==> src/rtl/board_io_pkg.sv <==
// Shared register map, reset constants and seven-segment decode for board_io_ctrl.
package board_io_pkg;

  localparam int unsigned ADDR_W = 4;
  localparam int unsigned SEG_W  = 7;

  localparam logic [ADDR_W-1:0] ADDR_LED          = 4'd0;
  localparam logic [ADDR_W-1:0] ADDR_SW           = 4'd1;
  localparam logic [ADDR_W-1:0] ADDR_KEY_LEVEL    = 4'd2;
  localparam logic [ADDR_W-1:0] ADDR_KEY_EDGE     = 4'd3;
  localparam logic [ADDR_W-1:0] ADDR_IRQ_MASK     = 4'd4;
  localparam logic [ADDR_W-1:0] ADDR_HEX_MODE     = 4'd5;
  localparam logic [ADDR_W-1:0] ADDR_HEX_VALUE    = 4'd6;
  localparam logic [ADDR_W-1:0] ADDR_HEX_BLANK    = 4'd7;
  localparam logic [ADDR_W-1:0] ADDR_HEX_RAW_BASE = 4'd8;

  localparam logic [SEG_W-1:0] HEX_BLANK_PATTERN = 7'h7F;
  localparam logic             HEX_MODE_RESET    = 1'b1;

  // Active-low {g,f,e,d,c,b,a} pattern for one hex nibble.
  function automatic logic [SEG_W-1:0] hex7seg(input logic [3:0] nibble);
    logic [SEG_W-1:0] seg;
    case (nibble)
      4'h0:    seg = 7'b1000000;
      4'h1:    seg = 7'b1111001;
      4'h2:    seg = 7'b0100100;
      4'h3:    seg = 7'b0110000;
      4'h4:    seg = 7'b0011001;
      4'h5:    seg = 7'b0010010;
      4'h6:    seg = 7'b0000010;
      4'h7:    seg = 7'b1111000;
      4'h8:    seg = 7'b0000000;
      4'h9:    seg = 7'b0010000;
      4'hA:    seg = 7'b0001000;
      4'hB:    seg = 7'b0000011;
      4'hC:    seg = 7'b1000110;
      4'hD:    seg = 7'b0100001;
      4'hE:    seg = 7'b0000110;
      default: seg = 7'b0001110;
    endcase
    return seg;
  endfunction

endpackage

==> src/rtl/key_debounce.sv <==
// One key: 2-flop synchroniser, stability counter, debounced level and a one-cycle press strobe.
module key_debounce #(
  parameter int unsigned DEBOUNCE_CYCLES = 4
) (
  input  logic clk,
  input  logic reset,
  input  logic key_n,
  output logic level,
  output logic press_c
);

  localparam int unsigned CNT_W = (DEBOUNCE_CYCLES > 1) ? $clog2(DEBOUNCE_CYCLES) : 1;
  localparam logic [CNT_W-1:0] CNT_LAST = CNT_W'(DEBOUNCE_CYCLES - 1);

  logic             sync_meta;
  logic             sync_q;
  logic [CNT_W-1:0] cnt_q;
  logic             differ;
  logic             accept;

  always_ff @(posedge clk or posedge reset) begin
    if (reset) begin
      sync_meta <= 1'b0;
      sync_q    <= 1'b0;
    end else begin
      sync_meta <= ~key_n;
      sync_q    <= sync_meta;
    end
  end

  assign differ  = sync_q ^ level;
  // The cycle that would bring the count to DEBOUNCE_CYCLES flips the level instead.
  assign accept  = differ && (cnt_q == CNT_LAST);
  assign press_c = accept & ~level;

  always_ff @(posedge clk or posedge reset) begin
    if (reset) begin
      cnt_q <= '0;
      level <= 1'b0;
    end else begin
      if (!differ || accept) cnt_q <= '0;
      else                   cnt_q <= cnt_q + CNT_W'(1);
      if (accept) level <= ~level;
    end
  end

endmodule

==> src/rtl/board_io_ctrl.sv <==
// Bus-mapped controller for switches, keys, LEDs and seven-segment digits.
module board_io_ctrl
  import board_io_pkg::*;
#(
  parameter int unsigned DATA_W          = 32,
  parameter int unsigned N_SW            = 10,
  parameter int unsigned N_LED           = 10,
  parameter int unsigned N_KEY           = 4,
  parameter int unsigned N_HEX           = 6,
  parameter int unsigned DEBOUNCE_CYCLES = 4
) (
  input  logic                     clk,
  input  logic                     reset,
  input  logic [ADDR_W-1:0]        addr,
  input  logic                     wr_en,
  input  logic [DATA_W-1:0]        wr_data,
  input  logic                     rd_en,
  output logic [DATA_W-1:0]        rd_data,
  output logic                     irq,
  input  logic [N_SW-1:0]          SW,
  input  logic [N_KEY-1:0]         KEY,
  output logic [N_LED-1:0]         LEDR,
  output logic [SEG_W*N_HEX-1:0]   HEX
);

  localparam int unsigned VAL_W = 4 * N_HEX;

  logic [N_LED-1:0]        led_q;
  logic [N_SW-1:0]         sw_meta;
  logic [N_SW-1:0]         sw_sync;
  logic [N_KEY-1:0]        key_level;
  logic [N_KEY-1:0]        key_press_c;
  logic [N_KEY-1:0]        key_edge_q;
  logic [N_KEY-1:0]        mask_q;
  logic                    mode_q;
  logic [VAL_W-1:0]        value_q;
  logic [N_HEX-1:0]        blank_q;
  logic [SEG_W-1:0]        raw_q [N_HEX];

  logic                    raw_hit;
  logic [ADDR_W-1:0]       raw_idx;
  logic [N_KEY-1:0]        edge_clr;
  logic [N_KEY-1:0]        edge_d;
  logic [N_KEY-1:0]        mask_d;
  logic [DATA_W-1:0]       rd_d;
  logic [SEG_W*N_HEX-1:0]  hex_d;
  logic                    unused_wr_data;

  assign unused_wr_data = ^wr_data;
  assign LEDR           = led_q;

  for (genvar k = 0; k < N_KEY; k++) begin : g_key
    key_debounce #(
      .DEBOUNCE_CYCLES(DEBOUNCE_CYCLES)
    ) u_debounce (
      .clk    (clk),
      .reset  (reset),
      .key_n  (KEY[k]),
      .level  (key_level[k]),
      .press_c(key_press_c[k])
    );
  end

  always_ff @(posedge clk or posedge reset) begin
    if (reset) begin
      sw_meta <= '0;
      sw_sync <= '0;
    end else begin
      sw_meta <= SW;
      sw_sync <= sw_meta;
    end
  end

  assign raw_idx = addr - ADDR_HEX_RAW_BASE;
  assign raw_hit = (addr >= ADDR_HEX_RAW_BASE) && (raw_idx < ADDR_W'(N_HEX));

  // Plain R/W registers.
  always_ff @(posedge clk or posedge reset) begin
    if (reset) begin
      led_q   <= '0;
      mask_q  <= '0;
      mode_q  <= HEX_MODE_RESET;
      value_q <= '0;
      blank_q <= '1;
      for (int i = 0; i < N_HEX; i++) raw_q[i] <= HEX_BLANK_PATTERN;
    end else if (wr_en) begin
      case (addr)
        ADDR_LED:       led_q   <= wr_data[N_LED-1:0];
        ADDR_IRQ_MASK:  mask_q  <= wr_data[N_KEY-1:0];
        ADDR_HEX_MODE:  mode_q  <= wr_data[0];
        ADDR_HEX_VALUE: value_q <= wr_data[VAL_W-1:0];
        ADDR_HEX_BLANK: blank_q <= wr_data[N_HEX-1:0];
        default: ;
      endcase
      for (int i = 0; i < N_HEX; i++) begin
        if (raw_hit && (raw_idx == ADDR_W'(i))) raw_q[i] <= wr_data[SEG_W-1:0];
      end
    end
  end

  // Edge capture: a press arriving with a W1C on the same bit survives.
  always_comb begin
    edge_clr = '0;
    if (wr_en && (addr == ADDR_KEY_EDGE)) edge_clr = wr_data[N_KEY-1:0];
    edge_d = (key_edge_q & ~edge_clr) | key_press_c;
    mask_d = (wr_en && (addr == ADDR_IRQ_MASK)) ? wr_data[N_KEY-1:0] : mask_q;
  end

  // irq is built from next-state values so it moves on the same edge as the edge bits.
  always_ff @(posedge clk or posedge reset) begin
    if (reset) begin
      key_edge_q <= '0;
      irq        <= 1'b0;
    end else begin
      key_edge_q <= edge_d;
      irq        <= |(edge_d & mask_d);
    end
  end

  always_comb begin
    rd_d = '0;
    case (addr)
      ADDR_LED:       rd_d = DATA_W'(led_q);
      ADDR_SW:        rd_d = DATA_W'(sw_sync);
      ADDR_KEY_LEVEL: rd_d = DATA_W'(key_level);
      ADDR_KEY_EDGE:  rd_d = DATA_W'(key_edge_q);
      ADDR_IRQ_MASK:  rd_d = DATA_W'(mask_q);
      ADDR_HEX_MODE:  rd_d = DATA_W'(mode_q);
      ADDR_HEX_VALUE: rd_d = DATA_W'(value_q);
      ADDR_HEX_BLANK: rd_d = DATA_W'(blank_q);
      default: begin
        for (int i = 0; i < N_HEX; i++) begin
          if (raw_hit && (raw_idx == ADDR_W'(i))) rd_d = DATA_W'(raw_q[i]);
        end
      end
    endcase
  end

  always_ff @(posedge clk or posedge reset) begin
    if (reset)      rd_data <= '0;
    else if (rd_en) rd_data <= rd_d;
  end

  always_comb begin
    hex_d = '1;
    for (int i = 0; i < N_HEX; i++) begin
      if (blank_q[i])  hex_d[SEG_W*i +: SEG_W] = HEX_BLANK_PATTERN;
      else if (mode_q) hex_d[SEG_W*i +: SEG_W] = hex7seg(value_q[4*i +: 4]);
      else             hex_d[SEG_W*i +: SEG_W] = raw_q[i];
    end
  end

  always_ff @(posedge clk or posedge reset) begin
    if (reset) HEX <= {N_HEX{HEX_BLANK_PATTERN}};
    else       HEX <= hex_d;
  end

endmodule

==> config.mk <==
export PLATFORM = sky130hd
export DESIGN_NAME = board_io_ctrl
export DESIGN_NICKNAME = d
export VERILOG_FILES = /design/src/rtl/board_io_pkg.sv /design/src/rtl/key_debounce.sv /design/src/rtl/board_io_ctrl.sv
export SDC_FILE = /design/constraint.sdc
export NUM_CORES = 1
export LEC_CHECK = 0
export ABC_AREA = 0
export BUFFER_PORTS_ARGS = -buffer_cell sky130_fd_sc_hd__buf_2
export CORE_UTILIZATION = 55
export DETAILED_ROUTE_END_ITERATION = 12
export GPL_ROUTABILITY_DRIVEN = 0
export PLACE_DENSITY = 0.87
export SYNTH_ARGS = -nofsm -noshare
export SYNTH_HDL_FRONTEND = slang
export SYNTH_SLANG_ARGS = --single-unit
==> constraint.sdc <==
create_clock -name clk -period 11.95 [get_ports clk]
set_clock_uncertainty 0.05 [all_clocks]
set_input_delay 1.7925 -clock clk [delete_from_list [all_inputs] [get_ports clk]]
set_output_delay 1.7925 -clock clk [all_outputs]
set_load 0.02 [all_outputs]
==> flow_summary.yaml <==
global_route:
  grt_pass1_vias: 6910
  grt_first_pass_wirelength_microns: 36800
  grt_usage_pct: 26.6
  overflow: 0
  grt_max_degree: 118
  antenna_found_initial: 1
yosys:
  yosys_warnings: 0
  synthesis.area_sq_um: 9770
  synth-async-reset-ratio_pct: 100
  yosys.cell_types.count: 52
  synth_edf_count: 0
  ys_seq_area_share_pct: 51.9
  syn_area_per_cell_sq_um: 11.5
  syn_inst: 853
  ys_ff_latch: 198
  synthFlopType: "dfrtp_1"
cts:
  clk_latency_ps: 440
  cts_buffers: 17
  htree_levels: 4
  cts_setup_buffers: 0
  cts_tree: "done"
  ctsLongestPathBuffers: 2
  cts_resized: 0
  clk_pin_slew_ps: 70
  cts_hold_buf: 0
  cts.sinks: 198
  root_buffer: "clkbuf_16"
power:
  ir_drop_uv: 110
  leakage_nw: 4.85
  p_total_mw: 2.25
  p_per_area_nw_per_um2: 204
hold_path:
  hold_start: "sw_meta[8]"
  hp-class: "reg -> reg"
  min_to: "sw_sync[8]"
  hold_depth: 0
finish:
  finish.net_count: 1035
  fillers: 1297
  seq_area_sq_um: 5070
  multi_input_area_sq_um: 4280
  synthToLayoutAreaGrowth_pct: 12.9
  layout-drive-gt1-share_pct: 37.5
drt:
  highest-signal-layer: "met4"
  drt_iter0_markers: 699
  vias_per_cell: 6.04
  dr_wl_met2_microns: 10800
  wl_met3_microns: 1890
  wl_microns: 23200
  drt-met1-wl_microns: 9640
  dr.pass1.iters: 7
  vias: 7126
  ant_nets: 0
  post-route-drc-count: 0
  wl_per_cell_microns: 19.7
die:
  ios: 139
  rows: 48
  dieHeight_microns: 135
  initial_core_util_pct: 56.5
  die_w_microns: 135
  fp.dieArea_sq_um: 18300
  core_area_sq_um: 17300
placed_design:
  io_buffers: 122
  place_hpwl_microns: 15700
setup_path:
  crit_family: "buffers and inverters"
  cp.arrival_ps: 4040
  crit_path_cell_trace: "buf_2 -> nand2b_1 -> nor2_2 -> buf_4 -> mux2_2"
  worst_path_max_delay_cell: "nor2_2"
  cp_max_fo: 33
  reg2regPathDepth: 4
  r2r_slack_ps: 9900
  critPathKind: "in -> reg"
  critical-path-max-stage-delay_ps: 570
  critPathRequiredTime_ps: 12230
  cp-start-kind: "primary input"
  r2r-start: "mode_q"
  end_kind: "flop"
  path_buf_inv: 2
  r2r-end: "HEX[39]"
job:
  cap_violations: 0
sta:
  max_freq_ghz: 0.266
  setup_violations: 0
  rsz0062_at_grt: "no"
  drv_slew: 0
  fin_crit_sh_pct: 31.5
  min_period_ps: 3760
  maxSlewHeadroom_pct: 6.00
  tightest_slew_ps: 1400
  fin_tns_setup_ps: 0
  hold_violations: 0
run_status:
  status: "completed"
[worst reg2reg max path: stages (launching register included)]
cell and delay, ps:
dfstp_2 850, buf_4 540, o311ai_0 280, o21ai_0 160
nand2b_1 100
[placed cells by master (no fill, tap or decap), types with 5 or more instances in the layout]
cell type and instances:
a21oi_1 20, o311ai_0 20, clkbuf_16 17, mux2i_1 22, nand2b_1 38, nand3_1 5, a22oi_1 6, buf_2 122
inv_1 36, or2_2 6, nor3_1 10, a221oi_1 9, inv_6 6, dfstp_2 91, mux2_2 77, mux2_4 10
dfrtp_1 107, a211o_1 12, o21ai_0 76, ha_1 40, nor2b_1 15, nor2_1 33, mux4_2 6, nand2_1 62
o211ai_1 15, a22o_1 20, a32oi_1 8, conb_1 8
[report_power, final]
part | switching [mW] | internal [mW] | total [mW] | leakage, nW
combinational | 0.341 | 0.273 | 0.614 | 2.29
sequential | 0.158 | 0.889 | 1.05 | 2.27
clock | 0.274 | 0.318 | 0.592 | 0.296
total | 0.772 | 1.48 | 2.25 | 4.85
[cell families (layout without fill, tap and decap cells)]
group                    Yosys count  in the layout  synth area share [%]
multiplexers                     115            115                  14.1
other                              1              9                0.0384
flip-flops                       198            198                  51.9
buffers and inverters            101            195                  4.60
AO/OA/AOI/OAI                    204            204                  14.1
AND/OR/NAND/NOR                  190            190                  9.80
XOR/XNOR                           4              4                 0.359
adder cells (fa/ha/maj)           40             40                  5.12
[cells in the mapped netlist, types with 10 or more instances]
library cell,instances,share of area [%]
a211o_1,12,1.1
a21oi_1,20,1.0
a22o_1,20,1.8
buf_2,17,0.87
clkbuf_1,32,1.2
dfrtp_1,107,27
dfstp_2,91,24
ha_1,40,5.1
inv_1,37,1.4
mux2_2,77,8.9
mux2_4,10,1.5
mux2i_1,22,2.3
nand2_1,62,2.4
nand2b_1,38,2.4
nor2_1,34,1.3
nor2b_1,15,0.96
nor3_1,10,0.51
o211ai_1,15,1.2
o21ai_0,76,3.9
o311ai_0,20,1.8
[final cells by class]
class,count,share of cell area (%)
Antenna cell,1,0.0227
Timing Repair Buffer,125,5.74
Inverter,38,1.36
Multi-Input combinational cell,561,38.8
Clock inverter,15,1.68
Sequential cell,198,46.0
Tap cell,225,2.55
Clock buffer,17,3.86
[routing by layer]
metal  vias up  track usage (%)
li1       3199                -
met1      3543             35.9
met2       323             40.8
met3        61             6.25
met4         0             12.4
met5         -                0
[flip-flops by register name (all words and copies together), names as in the netlist]
| name | flops |
|---|---|
| mode_q | 1 |
| sw_sync | 10 |
| g_key.u_debounce.sync_meta | 4 |
| g_key.u_debounce.sync_q | 4 |
| key_edge_q | 4 |
| sw_meta | 10 |
| rd_data | 24 |
| HEX | 42 |
| g_key.u_debounce.level | 4 |
| blank_q | 6 |
| mask_q | 4 |
| value_q | 24 |
| g_key.u_debounce.cnt_q | 8 |
| irq | 1 |
| LEDR | 10 |
| raw_q | 42 |
[how the worst max path moves through the flow]
| stage | to | cells after the start | slack, ps | startpoint |
|---|---|---|---|---|
| 4_1_cts | value_q[11] | 5 | 8260 | addr[1] |
| 2_1_floorplan | LEDR[0] | 1 | 4860 | reset |
| 5_1_grt | value_q[11] | 5 | 8070 | addr[1] |
| 3_5_place_dp | value_q[11] | 5 | 7780 | addr[1] |
| 3_3_place_gp | value_q[15] | 5 | 7830 | addr[1] |
| 6_report | value_q[15] | 5 | 8190 | addr[1] |
[metrics by stage]
step           worst slack [ps]  util (%)  instance area, sq um  std cells  hold slack [ps]
2_1_floorplan              4860         -                  9790        860              281
3_3_place_gp               7830      60.2                 10400       1147              282
3_5_place_dp               7780      60.2                 10400       1147              288
4_1_cts                    8260      63.7                 11000       1179              305
5_1_grt                    8070      63.7                 11000       1179              307
6_report                   8190      63.7                 11000       1180              303
Note: power is estimated with default switching activity, not from simulation.
